<file path="src/rtl/isu_pkg.sv">
// Shared integer-issue definitions: uop field map, widths and ROB age compare.
package isu_pkg;
    localparam int DATA_WIDTH   = 248;
    localparam int ROB_SIZE_LOG = 6;
    localparam int ROBID_WIDTH  = ROB_SIZE_LOG + 1;
    localparam int PREG_WIDTH   = 6;
    localparam int XLEN         = 64;

    localparam int ROBID_LSB       = 241;
    localparam int PC_LSB          = 177;
    localparam int PRS1_LSB        = 111;
    localparam int PRS2_LSB        = 105;
    localparam int SRC1_IS_REG_BIT = 104;
    localparam int SRC2_IS_REG_BIT = 103;
    localparam int IMM_LSB         = 39;

    // Wrap bit differing flips the sense of the low-bit magnitude compare.
    function automatic logic robid_younger(input logic [ROBID_WIDTH-1:0] id,
                                           input logic [ROBID_WIDTH-1:0] flush_id);
        return (id[ROBID_WIDTH-1] ^ flush_id[ROBID_WIDTH-1]) ^
               (id[ROBID_WIDTH-2:0] > flush_id[ROBID_WIDTH-2:0]);
    endfunction
endpackage

</file>
<file path="src/rtl/iss_operand_slot.sv">
// One source operand: captures writeback bypass at accept, keeps the selected
// value once PRF read data has gone away, and resolves the operand priority.
module iss_operand_slot #(
    parameter int PREG_WIDTH = 6,
    parameter int XLEN       = 64
) (
    input  logic                  clock,
    input  logic                  reset_n,
    input  logic                  load,
    input  logic                  hold,
    input  logic [PREG_WIDTH-1:0] in_prs,
    input  logic                  wb_valid,
    input  logic [PREG_WIDTH-1:0] wb_prd,
    input  logic [XLEN-1:0]       wb_data,
    input  logic [PREG_WIDTH-1:0] s1_prs,
    input  logic [XLEN-1:0]       prf_data,
    output logic [XLEN-1:0]       operand
);
    logic            byp_flag;
    logic            stored_flag;
    logic [XLEN-1:0] byp_value;
    logic [XLEN-1:0] stored_value;

    always_ff @(posedge clock or negedge reset_n) begin
        if (!reset_n) begin
            byp_flag     <= 1'b0;
            stored_flag  <= 1'b0;
            byp_value    <= '0;
            stored_value <= '0;
        end else if (load) begin
            byp_flag    <= wb_valid && (wb_prd == in_prs);
            byp_value   <= wb_data;
            stored_flag <= 1'b0;
        end else if (hold) begin
            stored_flag  <= 1'b1;
            stored_value <= operand;
        end
    end

    always_comb begin
        operand = prf_data;
        if (s1_prs == '0)
            operand = '0;
        else if (stored_flag)
            operand = stored_value;
        else if (byp_flag)
            operand = byp_value;
    end
endmodule

</file>
<file path="src/rtl/isq_issue_read_stage.sv">
// Issue-read stage: PRF operand read with writeback bypass, two-entry
// valid/ready pipe into execute, and ROB-flush kill of younger uops.
module isq_issue_read_stage
    import isu_pkg::*;
#(
    parameter int DATA_WIDTH   = isu_pkg::DATA_WIDTH,
    parameter int ROB_SIZE_LOG = isu_pkg::ROB_SIZE_LOG,
    parameter int PREG_WIDTH   = isu_pkg::PREG_WIDTH,
    parameter int XLEN         = isu_pkg::XLEN
) (
    input  logic                    clock,
    input  logic                    reset_n,
    input  logic                    isq_valid,
    output logic                    isq_ready,
    input  logic [DATA_WIDTH-1:0]   isq_data,
    output logic [PREG_WIDTH-1:0]   prf_rd0_idx,
    output logic [PREG_WIDTH-1:0]   prf_rd1_idx,
    input  logic [XLEN-1:0]         prf_rd0_data,
    input  logic [XLEN-1:0]         prf_rd1_data,
    input  logic                    wb_valid,
    input  logic [PREG_WIDTH-1:0]   wb_prd,
    input  logic [XLEN-1:0]         wb_data,
    input  logic                    flush_valid,
    input  logic [ROB_SIZE_LOG:0]   flush_robid,
    output logic                    exu_valid,
    input  logic                    exu_ready,
    output logic [DATA_WIDTH-1:0]   exu_data,
    output logic [XLEN-1:0]         exu_src1,
    output logic [XLEN-1:0]         exu_src2
);
    logic                  s1_valid, s2_valid;
    logic [DATA_WIDTH-1:0] s1_data;
    logic                  s1_advance, accept, s1_load, s2_fire;
    logic                  in_kill, s1_kill, s2_kill;
    logic [XLEN-1:0]       operand1, operand2, src1_final, src2_final;

    assign prf_rd0_idx = isq_data[PRS1_LSB +: PREG_WIDTH];
    assign prf_rd1_idx = isq_data[PRS2_LSB +: PREG_WIDTH];

    assign in_kill = flush_valid && robid_younger(isq_data[ROBID_LSB +: ROB_SIZE_LOG+1], flush_robid);
    assign s1_kill = flush_valid && s1_valid && robid_younger(s1_data[ROBID_LSB +: ROB_SIZE_LOG+1], flush_robid);
    assign s2_kill = flush_valid && s2_valid && robid_younger(exu_data[ROBID_LSB +: ROB_SIZE_LOG+1], flush_robid);

    assign s1_advance = s1_valid && (!s2_valid || exu_ready);
    assign isq_ready  = !s1_valid || s1_advance;
    assign accept     = isq_valid && isq_ready;
    assign s1_load    = accept && !in_kill;
    assign exu_valid  = s2_valid && !s2_kill;
    assign s2_fire    = exu_valid && exu_ready;

    iss_operand_slot #(.PREG_WIDTH(PREG_WIDTH), .XLEN(XLEN)) u_slot1 (
        .clock    (clock),
        .reset_n  (reset_n),
        .load     (s1_load),
        .hold     (s1_valid && !s1_advance),
        .in_prs   (isq_data[PRS1_LSB +: PREG_WIDTH]),
        .wb_valid (wb_valid),
        .wb_prd   (wb_prd),
        .wb_data  (wb_data),
        .s1_prs   (s1_data[PRS1_LSB +: PREG_WIDTH]),
        .prf_data (prf_rd0_data),
        .operand  (operand1)
    );

    iss_operand_slot #(.PREG_WIDTH(PREG_WIDTH), .XLEN(XLEN)) u_slot2 (
        .clock    (clock),
        .reset_n  (reset_n),
        .load     (s1_load),
        .hold     (s1_valid && !s1_advance),
        .in_prs   (isq_data[PRS2_LSB +: PREG_WIDTH]),
        .wb_valid (wb_valid),
        .wb_prd   (wb_prd),
        .wb_data  (wb_data),
        .s1_prs   (s1_data[PRS2_LSB +: PREG_WIDTH]),
        .prf_data (prf_rd1_data),
        .operand  (operand2)
    );

    assign src1_final = s1_data[SRC1_IS_REG_BIT] ? operand1 : s1_data[PC_LSB +: XLEN];
    assign src2_final = s1_data[SRC2_IS_REG_BIT] ? operand2 : s1_data[IMM_LSB +: XLEN];

    always_ff @(posedge clock or negedge reset_n) begin
        if (!reset_n) begin
            s1_valid <= 1'b0;
            s1_data  <= '0;
        end else if (s1_load) begin
            s1_valid <= 1'b1;
            s1_data  <= isq_data;
        end else if (s1_advance || s1_kill) begin
            s1_valid <= 1'b0;
        end
    end

    // A killed S1 entry still frees its slot but never reaches S2.
    always_ff @(posedge clock or negedge reset_n) begin
        if (!reset_n) begin
            s2_valid <= 1'b0;
            exu_data <= '0;
            exu_src1 <= '0;
            exu_src2 <= '0;
        end else if (s1_advance && !s1_kill) begin
            s2_valid <= 1'b1;
            exu_data <= s1_data;
            exu_src1 <= src1_final;
            exu_src2 <= src2_final;
        end else if (s2_fire || s2_kill) begin
            s2_valid <= 1'b0;
        end
    end
endmodule

</file>
<file path="config.mk">
export PLATFORM = sky130hd
export DESIGN_NAME = isq_issue_read_stage
export DESIGN_NICKNAME = d
export VERILOG_FILES = /design/src/rtl/isu_pkg.sv /design/src/rtl/iss_operand_slot.sv /design/src/rtl/isq_issue_read_stage.sv
export SDC_FILE = /design/constraint.sdc
export NUM_CORES = 1
export LEC_CHECK = 0
export ABC_CLOCK_PERIOD_IN_PS = 2900
export CORE_AREA = 10 10 322 324
export CTS_CLUSTER_DIAMETER = 100
export DETAILED_ROUTE_END_ITERATION = 10
export DIE_AREA = 0 0 332 334
export PLACE_DENSITY = 0.72
export SYNTH_ARGS = -nofsm -noshare
export SYNTH_HDL_FRONTEND = slang
export SYNTH_SLANG_ARGS = --single-unit
</file>
<file path="constraint.sdc">
create_clock -name clock -period 2.9 [get_ports clock]
set_input_delay 0.435 -clock clock [delete_from_list [all_inputs] [get_ports clock]]
set_output_delay 0.435 -clock clock [all_outputs]
set_load 0.005 [all_outputs]
</file>
### Word-level counts from Yosys, hierarchy flattened

Index checks and enable logic that the tools add are counted.

| word-level totals | value |
|---|---|
| output and inout port bits | 390 |
| flip-flop bits (word level) | 821 |
| input bits | 459 |

| cells by class | value |
|---|---|
| magnitude comparators | 3 |
| bitwise gates (word level) | 7 |
| reduce and logical (&&, ||, !) cells | 30 |
| muxes and demuxes | 14 |
| equal/unequal tests | 2 |

Operators by type and width:

| kind | count |
|---|---|
| 64-bit 2-to-1 mux | 8 |
| 6-bit greater-than comparator | 3 |
| 1-bit logical AND | 14 |
| 6-bit equality test | 2 |
| 6-bit logical NOT | 2 |
| 1-bit logical NOT | 6 |
| 1-bit 2-to-1 mux | 6 |
| 2-bit nonzero test | 3 |
| 1-bit bitwise XOR | 6 |
| 1-bit logical OR | 4 |
| 2-bit AND reduction | 1 |
| 1-bit NOT | 1 |

### Depth between registers and ports, before layout

Gate-level depths: netlist (run 1).

| logic depth | value |
|---|---|
| depth after elaboration | 9 |
| gate-level depth with buffers | 10 |
| depth with buffers taken out | 7 |

### Hierarchy

Synthesis (run 1) repeated with hierarchy kept, for this count alone.

| second synthesis, totals | value |
|---|---|
| cell total of the unflattened synthesis | 3,017 |
| area total of the unflattened synthesis | 40,669.0 um^2 |

Modules (own cells, without submodules):

| module | seq. area each (um^2) | cells each | area each (um^2) | times used |
|---|---|---|---|---|
| isq_issue_read_stage | 15,665.0 | 1,557 | 25,346.8 | 1 |
| iss_operand_slot | 3,253.1 | 730 | 7,661.1 | 2 |

### Worst setup path before layout (run 1)

No wires, ideal clock.

| path | value |
|---|---|
| kind | input-to-reg |
| start | input port flush_robid[5] |
| end | register s1_data[118] |
| library setup time | 0.125 ns |
| data arrival time | 2.485 ns |
| data required time | 2.775 ns |
| stages | 10 |
| path slack | 0.290 ns |
| path through | inv_1 > ha_1 > and4_1 > and3_1 > mux2_2 > a41oi_1 > buf_2 > buf_4 > buf_6 > mux2_2 |

| between the ends | value |
|---|---|
| longest elaborated chain between the ends | 5 |

Ends and longest elaborated chain:

| element | RTL line | source |
|---|---|---|
| start, declared | isq_issue_read_stage.sv:24 | `input logic [ROB_SIZE_LOG:0] flush_robid,` |
| 6-bit greater-than comparator | isu_pkg.sv:21 | `(id[ROBID_WIDTH-2:0] > flush_id[ROBID_WIDTH-2:0]);` |
| 1-bit bitwise XOR | isu_pkg.sv:20 | `return (id[ROBID_WIDTH-1] ^ flush_id[ROBID_WIDTH-1]) ^` |
| 1-bit logical AND | isq_issue_read_stage.sv:40 | `assign in_kill = flush_valid && robid_younger(isq_data[ROBID_LSB +: ROB_SIZE_LOG+1], flush_robid);` |
| 1-bit logical NOT | isq_issue_read_stage.sv:47 | `assign s1_load = accept && !in_kill;` |
| 1-bit logical AND | isq_issue_read_stage.sv:47 |  |
| end signal, assigned | isq_issue_read_stage.sv:88 | `s1_data <= isq_data;` |
| end, declared | isq_issue_read_stage.sv:32 | `logic [DATA_WIDTH-1:0] s1_data;` |

No other way between the ends.
A chain may end at the register's enable or synchronous reset.

### Worst setup path after layout (run 1)

| path | value |
|---|---|
| start | register exu_data[244] |
| end | output port exu_valid |

| between the ends | value |
|---|---|
| longest elaborated chain between the ends | 5 |

Ends and longest elaborated chain:

| element | RTL line | source |
|---|---|---|
| start, declared | isq_issue_read_stage.sv:27 | `output logic [DATA_WIDTH-1:0] exu_data,` |
| start signal, assigned | isq_issue_read_stage.sv:103 | `exu_data <= s1_data;` |
| 6-bit greater-than comparator | isu_pkg.sv:21 |  |
| 1-bit bitwise XOR | isu_pkg.sv:20 |  |
| 1-bit logical AND | isq_issue_read_stage.sv:42 | `assign s2_kill = flush_valid && s2_valid && robid_younger(exu_data[ROBID_LSB +: ROB_SIZE_LOG+1], flush_robid);` |
| 1-bit logical NOT | isq_issue_read_stage.sv:48 | `assign exu_valid = s2_valid && !s2_kill;` |
| 1-bit logical AND | isq_issue_read_stage.sv:48 |  |
| end, declared | isq_issue_read_stage.sv:25 | `output logic exu_valid,` |

No other way between the ends.

==> results.py, run 1 <==
metrics = {
    "placed_design": {
        "post-dp-hpwl_mm": 91.4,
        "post-place-cells": 4806,
        "io_buffer_count": 848,
        "place_congestion": 0.847,
        "placed_area_um2": 47100,
    },
    "clock_network": {
        "clkTransAtPathRegs_ns": 0.06,
        "htree_levels": 3,
        "cts.sinks": 821,
        "clockRootBuffer": "clkbuf_16",
        "clockBufferDepth": 3,
        "cts_tree": "done",
        "clk_latency_ns": 0.67,
        "cts_made_buffers": 91,
    },
    "route": {
        "drt-total-wl_mm": 122,
        "vias": 25400,
        "via_per_inst": 5.06,
        "drt_first_pass_iters": 6,
        "drtAntennaViolNets": 0,
        "drt_iter0_drc": 1630,
        "post_drt_wl_per_cell_um": 24.3,
        "drc": 0,
    },
    "setup_path": {
        "worstPathArrival_ns": 2.40,
        "path_common_cell": "a21o_1",
        "cp-end-kind": "output pin",
        "slowest_delay_ns": 0.41,
        "setup.worst_path.start_class": "register",
        "crit_fanout": 2,
        "ff2ff_setup_slack_ns": 0.12,
        "worstSetupPathType": "register to output pin",
        "cp.required_ns": 2.47,
        "worst-path-buf-inv": 1,
        "crit_family": "compound AO/OA/AOI/OAI gates",
        "path_cells": "ha_4, a21o_1, a21o_1, a2111o_1, nand4_1, nor2b_1, buf_2",
        "cp_slowest_cell": "dfrtp_1",
    },
    "sta": {
        "finalMaxSlewViolations": 0,
        "finalHoldViolCount": 0,
        "rsz0062_at_grt": "true",
        "max_freq_ghz": 0.353,
        "setup_viol": 0,
        "tightest_slew_ns": 0.911,
        "max-slew-margin-rel": 0.393,
        "period_share": 0.976,
        "period_minus_slack_ns": 2.83,
        "finalClockSkew_ns": 0.0264,
    },
    "die": {
        "die_area_um2": 111000,
        "die_x_um": 332,
        "fp.dieH_um": 334,
        "io_pins": 849,
        "initial_utilization": 0.372,
        "rows": 115,
        "coreArea_um2": 97600,
    },
    "logic_synthesis": {
        "syn_avg_cell_area_um2": 13.4,
        "synth-seq-cells": 821,
        "syn_area_um2": 36300,
        "syn_inst": 2702,
        "seq_area_frac_synth": 0.565,
        "synth_nets": 3179,
        "yosys_warnings": 0,
        "ys_types": 37,
    },
    "run_status": {
        "status": "completed",
    },
    "grt": {
        "grt_max_degree": 94,
        "grt_pass1_vias": 26900,
        "grtUsageTotal": 0.212,
        "antenna_found_initial": 28,
        "grt_pass1_wl_mm": 180,
        "overflow": 0,
    },
    "flow_run": {
        "maxCapViolations": 0,
    },
    "power": {
        "combPwrFrac": 0.374,
        "p_leak_uw": 0.0220,
        "power.internal_uw": 35000,
        "switching_share": 0.302,
        "seq_power_share": 0.387,
        "p_clk_frac": 0.239,
        "p_sw_uw": 15200,
        "p_per_area_nw_per_um2": 995,
        "ir_drop_v": 0.000599,
    },
    "layout": {
        "final_util": 0.517,
        "layout-area-overhead-vs-synth_pct": 38.8,
        "nNetsFinal": 4104,
        "fillers": 8255,
        "drive_above_1_share": 0.279,
        "fin_cells": 5011,
        "stdcell_area_um2": 50400,
    },
    "min_path": {
        "hold_path.class": "input pin to async pin",
    },
}
==> area by class of cell <==
cell class	count	area (um2)	area share
Sequential cell	821	20600	0.408
Multi-Input combinational cell	1558	14200	0.282
Timing Repair Buffer	1017	10300	0.205
Clock buffer	126	2640	0.0524
Tap cell	1287	1610	0.0319
Inverter	138	518	0.0103
Clock inverter	39	477	0.00945
Antenna cell	25	62.6	0.00124
==> flip-flops by register name (all words and copies together), names as in the netlist <==
name and cells:
exu_data 248, exu_src1 64, exu_src2 64, s1_data 248, s1_valid 1, s2_valid 1
u_slot1.byp_flag 1, u_slot1.byp_value 64, u_slot1.stored_flag 1, u_slot1.stored_value 64, u_slot2.byp_flag 1, u_slot2.stored_value 64
==> synth_stat cells <==
cell type | count | area [um2]
o21ai_0 | 131 | 656
nor2b_1 | 4 | 25.0
and3_1 | 2 | 12.5
xnor2_1 | 8 | 70.1
mux2_4 | 328 | 4920
a21oi_1 | 129 | 646
mux2i_1 | 131 | 1310
a21o_1 | 6 | 45.0
buf_6 | 41 | 462
o41a_1 | 1 | 11.3
clkbuf_1 | 80 | 300
buf_1 | 8 | 30.0
nand4_1 | 4 | 25.0
a2111o_1 | 1 | 11.3
nand2_1 | 140 | 526
ha_1 | 18 | 225
nand3b_1 | 1 | 7.51
dfrtp_1 | 821 | 20500
mux2_2 | 361 | 4070
or2_2 | 1 | 6.26
nor4_1 | 5 | 31.3
and2_1 | 1 | 6.26
o22ai_1 | 128 | 801
buf_2 | 19 | 95.1
buf_4 | 37 | 278
o21a_1 | 1 | 7.51
and4_1 | 4 | 35.0
inv_1 | 138 | 518
xor2_2 | 1 | 16.3
a311oi_1 | 2 | 17.5
a311o_1 | 1 | 10.0
o21bai_1 | 2 | 15.0
xor2_1 | 8 | 70.1
nand2b_1 | 1 | 6.26
nor2_1 | 133 | 499
a41oi_1 | 1 | 8.76
nand3_1 | 4 | 20.0
==> stage by stage <==
step	total power [uW]	hold WS (ns)	worst slack, ns	TNS [ns]
2_1_floorplan	27800	0.139	0.290	0
3_3_place_gp	37700	0.412	-0.568	-328.58
3_5_place_dp	38100	0.415	-0.559	-327.14
4_1_cts	50600	0.277	0.00265	0
5_1_grt	52600	0.317	-0.0231	-0.0231
6_report	50200	0.310	0.0684	0
==> path summary, 6_finish.rpt <==
check,start,endpoint,cells past startpoint
min reg2reg,u_slot2.stored_value[44],u_slot2.stored_value[44],2
max,exu_data[244],exu_valid,7
max reg2reg,exu_data[246],s2_valid,16
min in group clock,isq_data[29],s1_data[29],2
max in group asynchronous,reset_n,exu_data[224],4
min,reset_n,exu_data[154],2
==> power by group through the flow <==
stage / Clock, uW / Combinational [uW] / Sequential [uW]
2_1_floorplan: 0 / 9220 / 18600
5_1_grt: 12600 / 20000 / 19900
4_1_cts: 12200 / 19000 / 19400
3_3_place_gp: 0 / 18300 / 19300
6_report: 12000 / 18800 / 19400
3_5_place_dp: 0 / 18700 / 19500
==> cell families after synthesis <==
family | count (synthesis) | share of synthesized area
AO/OA/AOI/OAI | 403 | 0.0613
buffers and inverters | 323 | 0.0463
multiplexers | 820 | 0.283
AND/OR/NAND/NOR | 300 | 0.0330
flip-flops | 821 | 0.565
adder cells (fa/ha/maj) | 18 | 0.00620
XOR/XNOR | 17 | 0.00430
==> placed cells by master, fill, tap and decap left out, types with 3 or more instances in the layout <==
master           synthesis  routed
nand2_4                  0       3
ha_1                    18      15
a21o_1                   6       4
and4_1                   4       3
mux2_2                 361     361
diode_2                  0      25
nor4_1                   5       5
nor2_1                 133     133
inv_6                    0       4
nand2_1                140     136
clkinvlp_4               0       4
buf_12                   0      44
nand3_1                  4       4
clkdlybuf4s50_1          0     844
xnor2_1                  8       8
ha_4                     0       3
nand4_1                  4       4
o21ai_0                131     131
clkbuf_16                0      92
bufinv_16                0       7
mux2_4                 328     328
nor2b_1                  4       4
o22ai_1                128     128
clkbuf_8                 0      21
a21oi_1                129     129
inv_1                  138     137
dfrtp_4                  0       5
dfrtp_1                821     816
buf_4                   37     123
xor2_1                   8       8
clkbuf_1                80      13
mux2i_1                131     131
clkinv_2                 0      18
==> per-layer routing <==
metal | track usage | routed length (um) | vias up
li1 | - | - | 11300
met1 | 0.261 | 49700 | 12900
met2 | 0.350 | 59500 | 915
met3 | 0.0576 | 8800 | 194
met4 | 0.0817 | 4000 | 8
met5 | 0 | 47 | -
==> what timing repair did <==
item | 4_1_cts | 5_1_grt
pin swaps | 2 | 8
hold endpoints to repair | 37 | 0
gates resized for setup | 11 | 4
endpoints found under the setup margin | 1 | 43
hold buffers | 1 | 0
setup buffers | 15 | 2
Power figures use the tool's default switching activity.
==> run 2: changes to the inputs <==
Settings changed: GPL_ROUTABILITY_DRIVEN set to 0.
==> results of run 2 <==
Same layout as run 1: the final DEF is identical, and so are final timing and power.
==> run 3: changes to the inputs <==
Settings changed: CTS_BUF_LIST set to sky130_fd_sc_hd__clkbuf_2.
==> results.py, run 3 (synthesis gave the netlist of run 1 again) <==
metrics = {
    "layout": {
        "fillers": 7118,
        "layout_commonest_cell": "dfrtp_1",
        "regArea_um2": 20600,
        "drive_above_1_share": 0.285,
        "layout-area-overhead-vs-synth_pct": 58.1,
        "fin_cells": 6069,
        "reg_top3": "exu_data x248, s1_data x248",
        "multi_input_area_um2": 14300,
        "nNetsFinal": 5095,
        "final_cell_mix": "dfrtp_1, dlygate4sd3_1, clkdlybuf4s50_1, mux2_2, dlygate4sd2_1",
        "final_util": 0.589,
    },
    "grt": {
        "overflow": 0,
        "top_usage_layer": "met2",
        "grt_util_met2": 0.425,
        "grtUsageTotal": 0.252,
        "grt_pass1_wl_mm": 217,
        "met1_usage": 0.288,
        "use_met3": 0.0642,
        "grt_pass1_vias": 34300,
        "grt_max_degree": 94,
        "antenna_found_initial": 12,
    },
    "clock_network": {
        "cts_tree": "done",
        "clockRootBuffer": "clkbuf_2",
        "clk_latency_ns": 1.49,
        "clockBufferDepth": 3,
        "cts_made_buffers": 214,
        "clkTransAtPathRegs_ns": 0.15,
        "htree_levels": 4,
        "cts.sinks": 821,
    },
    "sta": {
        "fin_ws_ns": -0.911,
        "tightest_slew_ns": 0.950,
        "finalMaxSlewViolations": 0,
        "max_freq_ghz": 0.262,
        "period_share": 1.31,
        "max-slew-margin-rel": 0.367,
        "setup_viol": 4,
        "setup_tns_ns": -1.80,
        "period_minus_slack_ns": 3.81,
        "finalHoldViolCount": 0,
        "finalClockSkew_ns": 0.124,
        "rsz0062_at_grt": "true",
    },
    "route": {
        "post_drt_wl_per_cell_um": 24.4,
        "drt_iter0_drc": 2447,
        "drt_first_pass_iters": 5,
        "drtAntennaViolNets": 0,
        "via_per_inst": 5.11,
        "drt-total-wl_mm": 148,
        "drc": 0,
        "vias": 31000,
    },
    "power": {
        "switching_share": 0.352,
        "p_clk_frac": 0.174,
        "p_total_uw": 47800,
        "p_leak_uw": 0.0263,
        "p_per_area_nw_per_um2": 831,
        "p_sw_uw": 16800,
        "combPwrFrac": 0.417,
        "ir_drop_v": 0.000479,
        "seq_power_share": 0.409,
        "power.internal_uw": 30900,
    },
    "run_status": {
        "status": "finished, violations left",
        "violations": "setup timing",
    },
    "die": {
        "coreArea_um2": 97600,
        "initial_utilization": 0.372,
        "fp.dieH_um": 334,
        "die_x_um": 332,
        "io_pins": 849,
        "die_area_um2": 111000,
        "rows": 115,
    },
    "setup_path": {
        "path_common_cell": "buf_6",
        "cp-end-kind": "register",
        "cp_slowest_cell": "dfrtp_1",
        "cp.required_ns": 4.29,
        "slowest_delay_ns": 0.43,
        "r2r_cells": 25,
        "setup.worst_path.start_class": "register",
        "crit_fanout": 3,
        "worstPathArrival_ns": 5.20,
        "worstSetupPathType": "register to register",
    },
    "placed_design": {
        "place_ws_ns": -0.559,
        "post-dp-hpwl_mm": 91.4,
        "post-place-cells": 4806,
        "io_buffer_count": 848,
    },
    "min_path": {
        "hold_depth": 3,
        "hold_path.class": "input pin to register",
    },
    "flow_run": {
        "maxCapViolations": 0,
    },
}
run 3: cell types whose count changed in the layout (fill, tap and decap cells not counted), sizes merged, moves of 3 or more:
cell,change
dlygate4sd3,+750
clkdlybuf4s50,-375
dlygate4sd2,+344
clkbuf,+215
buf,+116
clkdlybuf4s15,+25
diode,-14
clkinv,+8
bufinv,-6
inv,-3
run 3: per-layer routing:
metal	up-vias	routed length, um
li1	13400	-
met1	15600	55900
met2	1587	73000
met3	458	10400
met4	4	8430
met5	-	22
run 3: repair_timing:
action,4_1_cts,5_1_grt
resized for setup,451,35
setup endpoints to repair,378,442
gates cloned,0,11
hold buffers,752,0
setup buffers,121,5
pin swaps,6,6
endpoints found under the hold margin,1395,0
run 3: final cells by class:
cell class | instances | share of cell area
Antenna cell | 11 | 0.000479
Clock buffer | 332 | 0.0289
Clock inverter | 37 | 0.00361
Inverter | 138 | 0.00901
Multi-Input combinational cell | 1558 | 0.248
Sequential cell | 821 | 0.358
Tap cell | 1287 | 0.0280
Timing Repair Buffer | 1885 | 0.324
run 3: path summary, 6_finish.rpt:
check / start / end / slack [ns]
setup reg to reg: exu_data[243] / s2_valid / -0.91
hold / removal: isq_data[86] / s1_data[86] / 0.23
hold reg to reg: s1_data[152] / exu_data[152] / 0.41
min in group asynchronous: reset_n / s2_valid / 0.66
setup / recovery: exu_data[243] / s2_valid / -0.91
max in group asynchronous: reset_n / exu_data[74] / 1.24
run 3: power by group through the flow:
stage                     Sequential (uW)  Combinational (uW)  Clock, uW
after floorplan                     18600                9220          0
after global placement              19300               18300          0
after detailed placement            19500               18700          0
after CTS                           19100               19100       8320
after global routing                19900               21100       9040
final                               19500               19900       8300
run 3: critical path: cells and delay by family (launching register included):
family                     cells  cell delay [ns]
buffers and inverters         19             2.10
and+or+nand+nor                2             0.45
adders and majority gates      1             0.30
DFF                            1             0.43
AOI/OAI and AO/OA              3             0.45
run 3: per-stage QoR:
step                instance area, um2  hold slack [ns]
finish                           57500            0.232
global route                     57500           0.0832
floorplan                        36300            0.139
CTS                              57000         0.000122
detailed placement               47100            0.415
global placement                 47100            0.412
